### config.mk
export PLATFORM = sky130hd
export DESIGN_NAME = ex_mem_stage_flat
export DESIGN_NICKNAME = d
export VERILOG_FILES = /design/src/rtl/ex_mem_stage_if.sv /design/src/rtl/ex_mem_stage.sv /design/src/flat_wrapper.sv
export SDC_FILE = /design/constraint.sdc
export NUM_CORES = 1
export LEC_CHECK = 0
export CAP_MARGIN = 10
export CORE_AREA = 2 2 91 93
export CTS_CLUSTER_DIAMETER = 60
export DETAILED_ROUTE_END_ITERATION = 6
export DIE_AREA = 0 0 93 95
export DONT_BUFFER_PORTS = 1
export HOLD_SLACK_MARGIN = 0.03
export PLACE_DENSITY = 0.73
export SLEW_MARGIN = 20
export SYNTH_ARGS = -nofsm -noshare
export SYNTH_HDL_FRONTEND = slang
export SYNTH_SLANG_ARGS = --single-unit
export TNS_END_PERCENT = 10
### constraint.sdc
create_clock -name clk -period 7.45 [get_ports clk]
set_input_delay 0.745 -clock clk [delete_from_list [all_inputs] [get_ports clk]]
set_output_delay 0.745 -clock clk [all_outputs]
set_load 0.02 [all_outputs]
### src/rtl/ex_mem_stage_if.sv
// EX->MEM stage bundle.
// Carries the EX-side inputs of the EX/MEM pipeline register (datapath, controls,
// pipeline control, exception acknowledge) and everything the stage drives back
// (registered MEM fields, forwarding enable, exception outputs).
//   master : the surrounding pipeline (drives *_EX, Stall, Flush, ExcAck)
//   slave  : ex_mem_stage itself
interface ex_mem_stage_if #(
  parameter int DW   = 32,
  parameter int RW   = 5,
  parameter int CNTW = 8
);
  // pipeline control
  logic            Stall;
  logic            Flush;
  logic            ExcAck;
  // EX-stage inputs
  logic            Valid_EX;
  logic [DW-1:0]   ALUResult_EX;
  logic            Overflow_EX;
  logic            OvfEn_EX;
  logic [DW-1:0]   MemWriteData_EX;
  logic [RW-1:0]   WriteReg_EX;
  logic            RegWrite_EX;
  logic            MemRead_EX;
  logic            MemWrite_EX;
  logic            MemtoReg_EX;
  logic [DW-1:0]   PC_EX;
  // MEM-stage outputs
  logic [DW-1:0]   ALUResult_MEM;
  logic [DW-1:0]   MemWriteData_MEM;
  logic [RW-1:0]   WriteReg_MEM;
  logic            RegWrite_MEM;
  logic            MemRead_MEM;
  logic            MemWrite_MEM;
  logic            MemtoReg_MEM;
  logic            Valid_MEM;
  logic            FwdEn_MEM;
  // exception outputs
  logic            ExcFlush;
  logic            ExcPending;
  logic [DW-1:0]   EPC;
  logic [CNTW-1:0] ExcCount;
  logic [CNTW-1:0] OvfDropped;

  modport master (
    output Stall, Flush, ExcAck, Valid_EX, ALUResult_EX, Overflow_EX, OvfEn_EX,
           MemWriteData_EX, WriteReg_EX, RegWrite_EX, MemRead_EX, MemWrite_EX,
           MemtoReg_EX, PC_EX,
    input  ALUResult_MEM, MemWriteData_MEM, WriteReg_MEM, RegWrite_MEM, MemRead_MEM,
           MemWrite_MEM, MemtoReg_MEM, Valid_MEM, FwdEn_MEM, ExcFlush, ExcPending,
           EPC, ExcCount, OvfDropped
  );

  modport slave (
    input  Stall, Flush, ExcAck, Valid_EX, ALUResult_EX, Overflow_EX, OvfEn_EX,
           MemWriteData_EX, WriteReg_EX, RegWrite_EX, MemRead_EX, MemWrite_EX,
           MemtoReg_EX, PC_EX,
    output ALUResult_MEM, MemWriteData_MEM, WriteReg_MEM, RegWrite_MEM, MemRead_MEM,
           MemWrite_MEM, MemtoReg_MEM, Valid_MEM, FwdEn_MEM, ExcFlush, ExcPending,
           EPC, ExcCount, OvfDropped
  );
endinterface

### src/rtl/ex_mem_stage.sv
// EX->MEM pipeline register placed directly after the ALU.
// Latches ALU result, store data and MEM/WB controls with one cycle of latency,
// converts an overflow on a trapping add/sub into a precise exception (EPC capture,
// bubble, one-cycle upstream flush, sticky pending flag) and produces the MEM-stage
// forwarding enable.
// Ports:
//   clk   : rising-edge clock
//   reset : asynchronous, active-high; clears every register
//   bus   : ex_mem_stage_if.slave (EX inputs, Stall/Flush/ExcAck, MEM and exception outputs)
module ex_mem_stage #(
  parameter int DW   = 32,
  parameter int RW   = 5,
  parameter int CNTW = 8
) (
  input  logic             clk,
  input  logic             reset,
  ex_mem_stage_if.slave    bus
);

  function automatic logic [CNTW-1:0] sat_inc(input logic [CNTW-1:0] v);
    return (&v) ? v : v + CNTW'(1);
  endfunction

  logic [DW-1:0]   alu_result_p1;
  logic [DW-1:0]   store_data_p1;
  logic [RW-1:0]   write_reg_p1;
  logic            reg_write_p1;
  logic            mem_read_p1;
  logic            mem_write_p1;
  logic            mem_to_reg_p1;
  logic            vld_p1;
  logic            exc_flush_p1;
  logic            exc_pending;
  logic [DW-1:0]   epc;
  logic [CNTW-1:0] exc_count;
  logic [CNTW-1:0] ovf_dropped;

  logic ovf_hit;
  logic trap_take;
  logic bubble;

  // An overflow only matters on a real instruction that asked to trap.
  assign ovf_hit   = bus.Valid_EX & bus.OvfEn_EX & bus.Overflow_EX;
  // A new trap is accepted when nothing is pending or the handler acks on this edge.
  assign trap_take = ovf_hit & (~exc_pending | bus.ExcAck);
  assign bubble    = bus.Flush | ~bus.Valid_EX | ovf_hit;

  // ---- EX -> MEM boundary ----
  always_ff @(posedge clk or posedge reset) begin
    if (reset) begin
      alu_result_p1 <= '0;
      store_data_p1 <= '0;
      write_reg_p1  <= '0;
      reg_write_p1  <= 1'b0;
      mem_read_p1   <= 1'b0;
      mem_write_p1  <= 1'b0;
      mem_to_reg_p1 <= 1'b0;
      vld_p1        <= 1'b0;
      exc_flush_p1  <= 1'b0;
      exc_pending   <= 1'b0;
      epc           <= '0;
      exc_count     <= '0;
      ovf_dropped   <= '0;
    end else if (bus.Stall) begin
      // Everything holds; the flush pulse must not stretch across a stall.
      exc_flush_p1 <= 1'b0;
    end else begin
      exc_flush_p1 <= 1'b0;
      if (bubble) begin
        alu_result_p1 <= '0;
        store_data_p1 <= '0;
        write_reg_p1  <= '0;
        reg_write_p1  <= 1'b0;
        mem_read_p1   <= 1'b0;
        mem_write_p1  <= 1'b0;
        mem_to_reg_p1 <= 1'b0;
        vld_p1        <= 1'b0;
      end else begin
        alu_result_p1 <= bus.ALUResult_EX;
        store_data_p1 <= bus.MemWriteData_EX;
        write_reg_p1  <= bus.WriteReg_EX;
        reg_write_p1  <= bus.RegWrite_EX & (bus.WriteReg_EX != '0);
        mem_read_p1   <= bus.MemRead_EX;
        mem_write_p1  <= bus.MemWrite_EX;
        mem_to_reg_p1 <= bus.MemtoReg_EX;
        vld_p1        <= 1'b1;
      end

      // Flush has priority, so a flushed overflow never reaches the trap logic.
      if (!bus.Flush && ovf_hit) begin
        exc_flush_p1 <= 1'b1;
        if (trap_take) begin
          epc         <= bus.PC_EX;
          exc_pending <= 1'b1;
          exc_count   <= sat_inc(exc_count);
        end else begin
          ovf_dropped <= sat_inc(ovf_dropped);
        end
      end else if (bus.ExcAck) begin
        exc_pending <= 1'b0;
      end
    end
  end

  assign bus.ALUResult_MEM    = alu_result_p1;
  assign bus.MemWriteData_MEM = store_data_p1;
  assign bus.WriteReg_MEM     = write_reg_p1;
  assign bus.RegWrite_MEM     = reg_write_p1;
  assign bus.MemRead_MEM      = mem_read_p1;
  assign bus.MemWrite_MEM     = mem_write_p1;
  assign bus.MemtoReg_MEM     = mem_to_reg_p1;
  assign bus.Valid_MEM        = vld_p1;
  // Loads are not forwardable from MEM; their data is not ready yet.
  assign bus.FwdEn_MEM        = reg_write_p1 & (write_reg_p1 != '0) & ~mem_to_reg_p1;
  assign bus.ExcFlush         = exc_flush_p1;
  assign bus.ExcPending       = exc_pending;
  assign bus.EPC              = epc;
  assign bus.ExcCount         = exc_count;
  assign bus.OvfDropped       = ovf_dropped;

endmodule

### src/flat_wrapper.sv
// flat-port wrapper written by rule: the top's interface ports become plain ports
module ex_mem_stage_flat 
#(
  parameter int DW   = 32,
  parameter int RW   = 5,
  parameter int CNTW = 8
)
  (clk, reset, bus_Stall, bus_Flush, bus_ExcAck, bus_Valid_EX, bus_ALUResult_EX, bus_Overflow_EX, bus_OvfEn_EX, bus_MemWriteData_EX, bus_WriteReg_EX, bus_RegWrite_EX, bus_MemRead_EX, bus_MemWrite_EX, bus_MemtoReg_EX, bus_PC_EX, bus_ALUResult_MEM, bus_MemWriteData_MEM, bus_WriteReg_MEM, bus_RegWrite_MEM, bus_MemRead_MEM, bus_MemWrite_MEM, bus_MemtoReg_MEM, bus_Valid_MEM, bus_FwdEn_MEM, bus_ExcFlush, bus_ExcPending, bus_EPC, bus_ExcCount, bus_OvfDropped);
  ex_mem_stage_if #(.DW(DW), .RW(RW), .CNTW(CNTW)) bus_i ();
  input  logic clk;
  input  logic reset;
  input wire logic [$bits(bus_i.Stall)-1:0] bus_Stall;
  input wire logic [$bits(bus_i.Flush)-1:0] bus_Flush;
  input wire logic [$bits(bus_i.ExcAck)-1:0] bus_ExcAck;
  input wire logic [$bits(bus_i.Valid_EX)-1:0] bus_Valid_EX;
  input wire logic [$bits(bus_i.ALUResult_EX)-1:0] bus_ALUResult_EX;
  input wire logic [$bits(bus_i.Overflow_EX)-1:0] bus_Overflow_EX;
  input wire logic [$bits(bus_i.OvfEn_EX)-1:0] bus_OvfEn_EX;
  input wire logic [$bits(bus_i.MemWriteData_EX)-1:0] bus_MemWriteData_EX;
  input wire logic [$bits(bus_i.WriteReg_EX)-1:0] bus_WriteReg_EX;
  input wire logic [$bits(bus_i.RegWrite_EX)-1:0] bus_RegWrite_EX;
  input wire logic [$bits(bus_i.MemRead_EX)-1:0] bus_MemRead_EX;
  input wire logic [$bits(bus_i.MemWrite_EX)-1:0] bus_MemWrite_EX;
  input wire logic [$bits(bus_i.MemtoReg_EX)-1:0] bus_MemtoReg_EX;
  input wire logic [$bits(bus_i.PC_EX)-1:0] bus_PC_EX;
  output wire logic [$bits(bus_i.ALUResult_MEM)-1:0] bus_ALUResult_MEM;
  output wire logic [$bits(bus_i.MemWriteData_MEM)-1:0] bus_MemWriteData_MEM;
  output wire logic [$bits(bus_i.WriteReg_MEM)-1:0] bus_WriteReg_MEM;
  output wire logic [$bits(bus_i.RegWrite_MEM)-1:0] bus_RegWrite_MEM;
  output wire logic [$bits(bus_i.MemRead_MEM)-1:0] bus_MemRead_MEM;
  output wire logic [$bits(bus_i.MemWrite_MEM)-1:0] bus_MemWrite_MEM;
  output wire logic [$bits(bus_i.MemtoReg_MEM)-1:0] bus_MemtoReg_MEM;
  output wire logic [$bits(bus_i.Valid_MEM)-1:0] bus_Valid_MEM;
  output wire logic [$bits(bus_i.FwdEn_MEM)-1:0] bus_FwdEn_MEM;
  output wire logic [$bits(bus_i.ExcFlush)-1:0] bus_ExcFlush;
  output wire logic [$bits(bus_i.ExcPending)-1:0] bus_ExcPending;
  output wire logic [$bits(bus_i.EPC)-1:0] bus_EPC;
  output wire logic [$bits(bus_i.ExcCount)-1:0] bus_ExcCount;
  output wire logic [$bits(bus_i.OvfDropped)-1:0] bus_OvfDropped;
  assign bus_i.Stall = bus_Stall;
  assign bus_i.Flush = bus_Flush;
  assign bus_i.ExcAck = bus_ExcAck;
  assign bus_i.Valid_EX = bus_Valid_EX;
  assign bus_i.ALUResult_EX = bus_ALUResult_EX;
  assign bus_i.Overflow_EX = bus_Overflow_EX;
  assign bus_i.OvfEn_EX = bus_OvfEn_EX;
  assign bus_i.MemWriteData_EX = bus_MemWriteData_EX;
  assign bus_i.WriteReg_EX = bus_WriteReg_EX;
  assign bus_i.RegWrite_EX = bus_RegWrite_EX;
  assign bus_i.MemRead_EX = bus_MemRead_EX;
  assign bus_i.MemWrite_EX = bus_MemWrite_EX;
  assign bus_i.MemtoReg_EX = bus_MemtoReg_EX;
  assign bus_i.PC_EX = bus_PC_EX;
  assign bus_ALUResult_MEM = bus_i.ALUResult_MEM;
  assign bus_MemWriteData_MEM = bus_i.MemWriteData_MEM;
  assign bus_WriteReg_MEM = bus_i.WriteReg_MEM;
  assign bus_RegWrite_MEM = bus_i.RegWrite_MEM;
  assign bus_MemRead_MEM = bus_i.MemRead_MEM;
  assign bus_MemWrite_MEM = bus_i.MemWrite_MEM;
  assign bus_MemtoReg_MEM = bus_i.MemtoReg_MEM;
  assign bus_Valid_MEM = bus_i.Valid_MEM;
  assign bus_FwdEn_MEM = bus_i.FwdEn_MEM;
  assign bus_ExcFlush = bus_i.ExcFlush;
  assign bus_ExcPending = bus_i.ExcPending;
  assign bus_EPC = bus_i.EPC;
  assign bus_ExcCount = bus_i.ExcCount;
  assign bus_OvfDropped = bus_i.OvfDropped;
  ex_mem_stage #(.DW(DW), .RW(RW), .CNTW(CNTW)) u_core (.clk(clk), .reset(reset), .bus(bus_i));
endmodule
Word-level counts from Yosys, hierarchy flattened:

Index checks and enable logic that the tools add are counted.

* add/sub/neg operators: 2
* eq/ne operators: 1
* mux-type cells: 13
* bitwise gates (word level): 16
* reduce and logical (&&, ||, !) cells: 11

Operators with widths (count)
* two-way mux 32 bit: 2
* adder 8 x 1 -> 8 bit, second input constant: 2
* AND reduction 8 bit: 2
* two-way mux 1 bit: 10
* nonzero test 5 bit: 2
* AND reduction 4 bit: 2
* NOT 1 bit: 7
* AND 1 bit: 6
* AND reduction 3 bit: 2
* two-way mux 5 bit: 1
* bitwise OR 1 bit: 3
* != test 2 x 1 -> 1 bit, second input constant: 1
* nonzero test 2 bit: 1
* logical AND 1 bit: 1
* zero test 1 bit: 1

* register bits after elaboration: 124
* output and inout bits: 125

Longest topological paths before layout:

* depth in word-level cells: 5
* mapped depth: 6
* depth with buffers taken out: 5

Worst setup path after synthesis:

OpenSTA, ideal clock, no wires.

* path type: input -> register
* start point: in bus_Stall
* end point: reg u_core.ovf_dropped[1] (netlist: u_core.bus.OvfDropped[1])
* library setup time: 0.125 ns
* data arrival time: 2.118 ns
* setup slack: 5.207 ns
* cell stages on the path: 5
* buffers on the path: 1
* cell sequence: or3b_4 -> or3b_1 -> buf_2 -> nor2_2 -> mux2_2

* longest elaborated chain between the ends: 2

RTL lines
* start, declared: line flat_wrapper.sv:12 `input wire logic [$bits(bus_i.Stall)-1:0] bus_Stall;`
* NOT 1 bit (no line)
* AND reduction 4 bit (no line)
* end signal, assigned: line ex_mem_stage.sv:97 `ovf_dropped <= sat_inc(ovf_dropped);`
* end, declared: line ex_mem_stage.sv:36 `logic [CNTW-1:0] ovf_dropped;`

Every way passes these cells.
A chain may end at the register's enable or synchronous reset.

Worst setup path in the final report:

* start point: reg u_core.write_reg_p1[4] (netlist: u_core.bus.WriteReg_MEM[4])
* end point: out bus_FwdEn_MEM

* longest elaborated chain between the ends: 3

RTL lines
* start, declared: line ex_mem_stage.sv:26 `logic [RW-1:0] write_reg_p1;`
* start signal, assigned: line ex_mem_stage.sv:81 `write_reg_p1 <= bus.WriteReg_EX;`
* nonzero test 5 bit: line ex_mem_stage.sv:114 `assign bus.FwdEn_MEM = reg_write_p1 & (write_reg_p1 != '0) & ~mem_to_reg_p1;`
* AND 1 bit (2 in series): line ex_mem_stage.sv:114
* end, declared: line flat_wrapper.sv:34 `output wire logic [$bits(bus_i.FwdEn_MEM)-1:0] bus_FwdEn_MEM;`

Every way passes these cells.

==> impl_metrics.toml <==
[power]
power.density_mw_per_mm2 = 338
p_leak_nw = 2.55
peakVddDrop_mv = 0.152

[critical_path]
crit_chain = "or4_1 > nor2_1 > nor3b_1"
cp_max_fo = 3
slowest_stage = "nor3b_1"
end_kind = "output port"
start_kind = "flip-flop"
worstPathArrival_ns = 1.88
regToRegSetupSlack_ns = 5.43
critPathRequiredTime_ns = 6.70
cp_slowest_stage_delay_ns = 0.66
critPathKind = "flip-flop to output port"

[floorplan]
core-area_mm2 = 0.00793
dieArea_mm2 = 0.00884
die_h_um = 95
initial_utilization_pct = 59.1
die_w_um = 93
std_cell_rows = 33
ios = 238

[logic_synthesis]
synth_seq_area_share_pct = 66.2
synth_seq_cells = 124
yosys-top-cells-area = "dfrtp_1, a22o_1, mux2_2"
async_flop_share_pct = 100
yosysUniqueCellTypes = 35
synth_top_area_share_pct = 66.2
yosysTopAreaCell = "dfrtp_1"
yosys-top-cells-count = "dfrtp_1, a22o_1, mux2_2"
avgSynthCellArea_um2 = 14.6
synth_edf_count = 0
synthCells = 320
synth_nets = 435
yosys_warnings = 0
synth_most_common_cell = "dfrtp_1"
dominantRegCellSynth = "dfrtp_1"
syn-cell-area_mm2 = 0.00469

[global_route]
antenna_found_initial = 0
grt_max_degree = 77
grt_usage_pct = 22.8
grt_pass1_wl_um = 15100
first_global_vias = 2827
overflow = 0

[timing]
worstMarginPinSlew_ns = 0.801
hold_ws_ns = 0.224
max_freq_mhz = 381
finalSetupViolCount = 0
min_period_ns = 2.62
finalHoldViolCount = 0
skew_ns = 0.0115
fin_crit_sh_pct = 35.2
drv_slew = 0
fin_setup_tns_ns = 0
rsz0062_at_grt = "no"
max_slew_margin_pct = 46.5

[route]
ant_nets = 0
drc = 0
via_per_inst = 6.36
dr.pass1.iters = 5
vias = 2785
first_iter_violations = 83
drt_wl_total_um = 9970
wl_per_cell_um = 22.8

[place]
port_buffers = 0
place_congestion = 0.745

[clock_network]
cts_root_buf = "clkbuf_8"
cts.repair.resized = 0
cts-buffers-inserted = 17
ctsHoldBuffers = 0
htree_levels = 4
clkSinkCount = 124
ctsLongestPathBuffers = 2
cts_setup_buffers = 0
cts_tree = "done"
clk_pin_slew_worst_paths_ns = 0.06
clock_latency_ns = 0.50

[run]
maxCapViolations = 0

[cells_and_area]
fin_nets = 435
syn_to_final_growth_pct = 14.6
drive_gt1_share_pct = 23.7
antennaDiodeCount = 0

[hold_path]
worstHoldPathType = "input port to asynchronous set/reset pin"

[outcome]
status = "finished clean"
layout by cell type, fill, tap and decap left out, types with 2 or more instances in the layout:
cell type   count
a21oi_1         2
a22o_1         72
a31oi_1         3
and3_1          6
buf_4           3
bufinv_16       3
clkbuf_16      16
clkinv_2        2
clkinvlp_4      3
dfrtp_1       124
ha_1            2
inv_1           2
inv_6           6
mux2_2         35
nand2_1         4
nand3_1         8
nand4_1         2
nor2_1          4
nor3b_1         2
nor4_2          3
o21ai_0         2
xnor2_1         3
xor2_1          7
logic make-up (layout without fill, tap and decap cells):
| group | after synthesis | in the layout | share of synthesized area [%] |
|---|---|---|---|
| DFF | 124 | 124 | 66.2 |
| AOI/OAI and AO/OA | 83 | 83 | 15.0 |
| and+or+nand+nor | 41 | 41 | 5.85 |
| muxes | 35 | 35 | 8.41 |
| buffers and inverters | 25 | 38 | 2.16 |
| xor gates and xnor gates | 10 | 10 | 1.87 |
| adders and majority gates | 2 | 2 | 0.534 |
worst max-delay path, delay by kind of cell (launching register included):
| kind | cells | cell delay [ns] |
|---|---|---|
| AND/OR/NAND/NOR | 3 | 0.86 |
| flip-flops | 1 | 0.51 |
final cells by class:
| type | instances | area, µm² |
|---|---|---|
| fill | 576 | 2560 |
| timing repair buffer | 3 | 22.5 |
| clock inverter | 15 | 184 |
| inverter | 3 | 13.8 |
| clock buffer | 17 | 414 |
| tap | 105 | 131 |
| sequential | 124 | 3100 |
| multi-input combinational | 171 | 1500 |
worst paths after layout:
path,end,cells after the start,from
min in group clk,u_core.bus.ALUResult_MEM[31],1,bus_ALUResult_EX[31]
max in group asynchronous,u_core.bus.ExcCount[0],2,reset
setup reg to reg,u_core.bus.OvfDropped[1],4,u_core.bus.ExcPending
setup / recovery,bus_FwdEn_MEM,3,u_core.bus.WriteReg_MEM[4]
hold reg to reg,u_core.bus.OvfDropped[6],1,u_core.bus.OvfDropped[6]
hold / removal,u_core.bus.EPC[1],1,reset
metrics by stage:
step | setup WS [ns] | total power, mW | util (%) | area [µm²] | cells
after floorplan | 3.41 | 0.970 | - | 4690 | 320
after global placement | 4.91 | 0.993 | 60.2 | 4770 | 406
after detailed placement | 4.90 | 1.00 | 60.2 | 4770 | 406
after CTS | 4.80 | 1.83 | 67.7 | 5370 | 438
after global routing | 4.75 | 1.88 | 67.7 | 5370 | 438
final | 4.83 | 1.81 | 67.7 | 5370 | 438
state kept, by name, summed over array words and instances, names as in the netlist:
register / cells
u_core.bus.EPC: 32
u_core.bus.ExcCount: 8
u_core.bus.MemtoReg_MEM: 1
u_core.bus.MemWrite_MEM: 1
u_core.bus.MemWriteData_MEM: 32
u_core.bus.Valid_MEM: 1
u_core.bus.ExcFlush: 1
u_core.bus.ExcPending: 1
u_core.bus.RegWrite_MEM: 1
u_core.bus.MemRead_MEM: 1
u_core.bus.ALUResult_MEM: 32
u_core.bus.WriteReg_MEM: 5
u_core.bus.OvfDropped: 8
per-layer routing:
metal / global-route usage (%) / vias up / wire length, µm
li1: - / 1191 / -
met2: 36.3 / 184 / 5010
met3: 11.2 / 14 / 1200
met1: 26.8 / 1396 / 3620
met4: 9.19 / 0 / 147
met5: 0 / - / 0
where the power goes:
group          total, mW  internal, mW  switching (mW)  leakage [nW]
Sequential         0.889         0.742           0.147          1.65
Clock              0.827         0.515           0.312         0.286
Combinational     0.0971        0.0558          0.0413         0.613
Total               1.81          1.31           0.500          2.55
(Power assumes the default switching activity.)
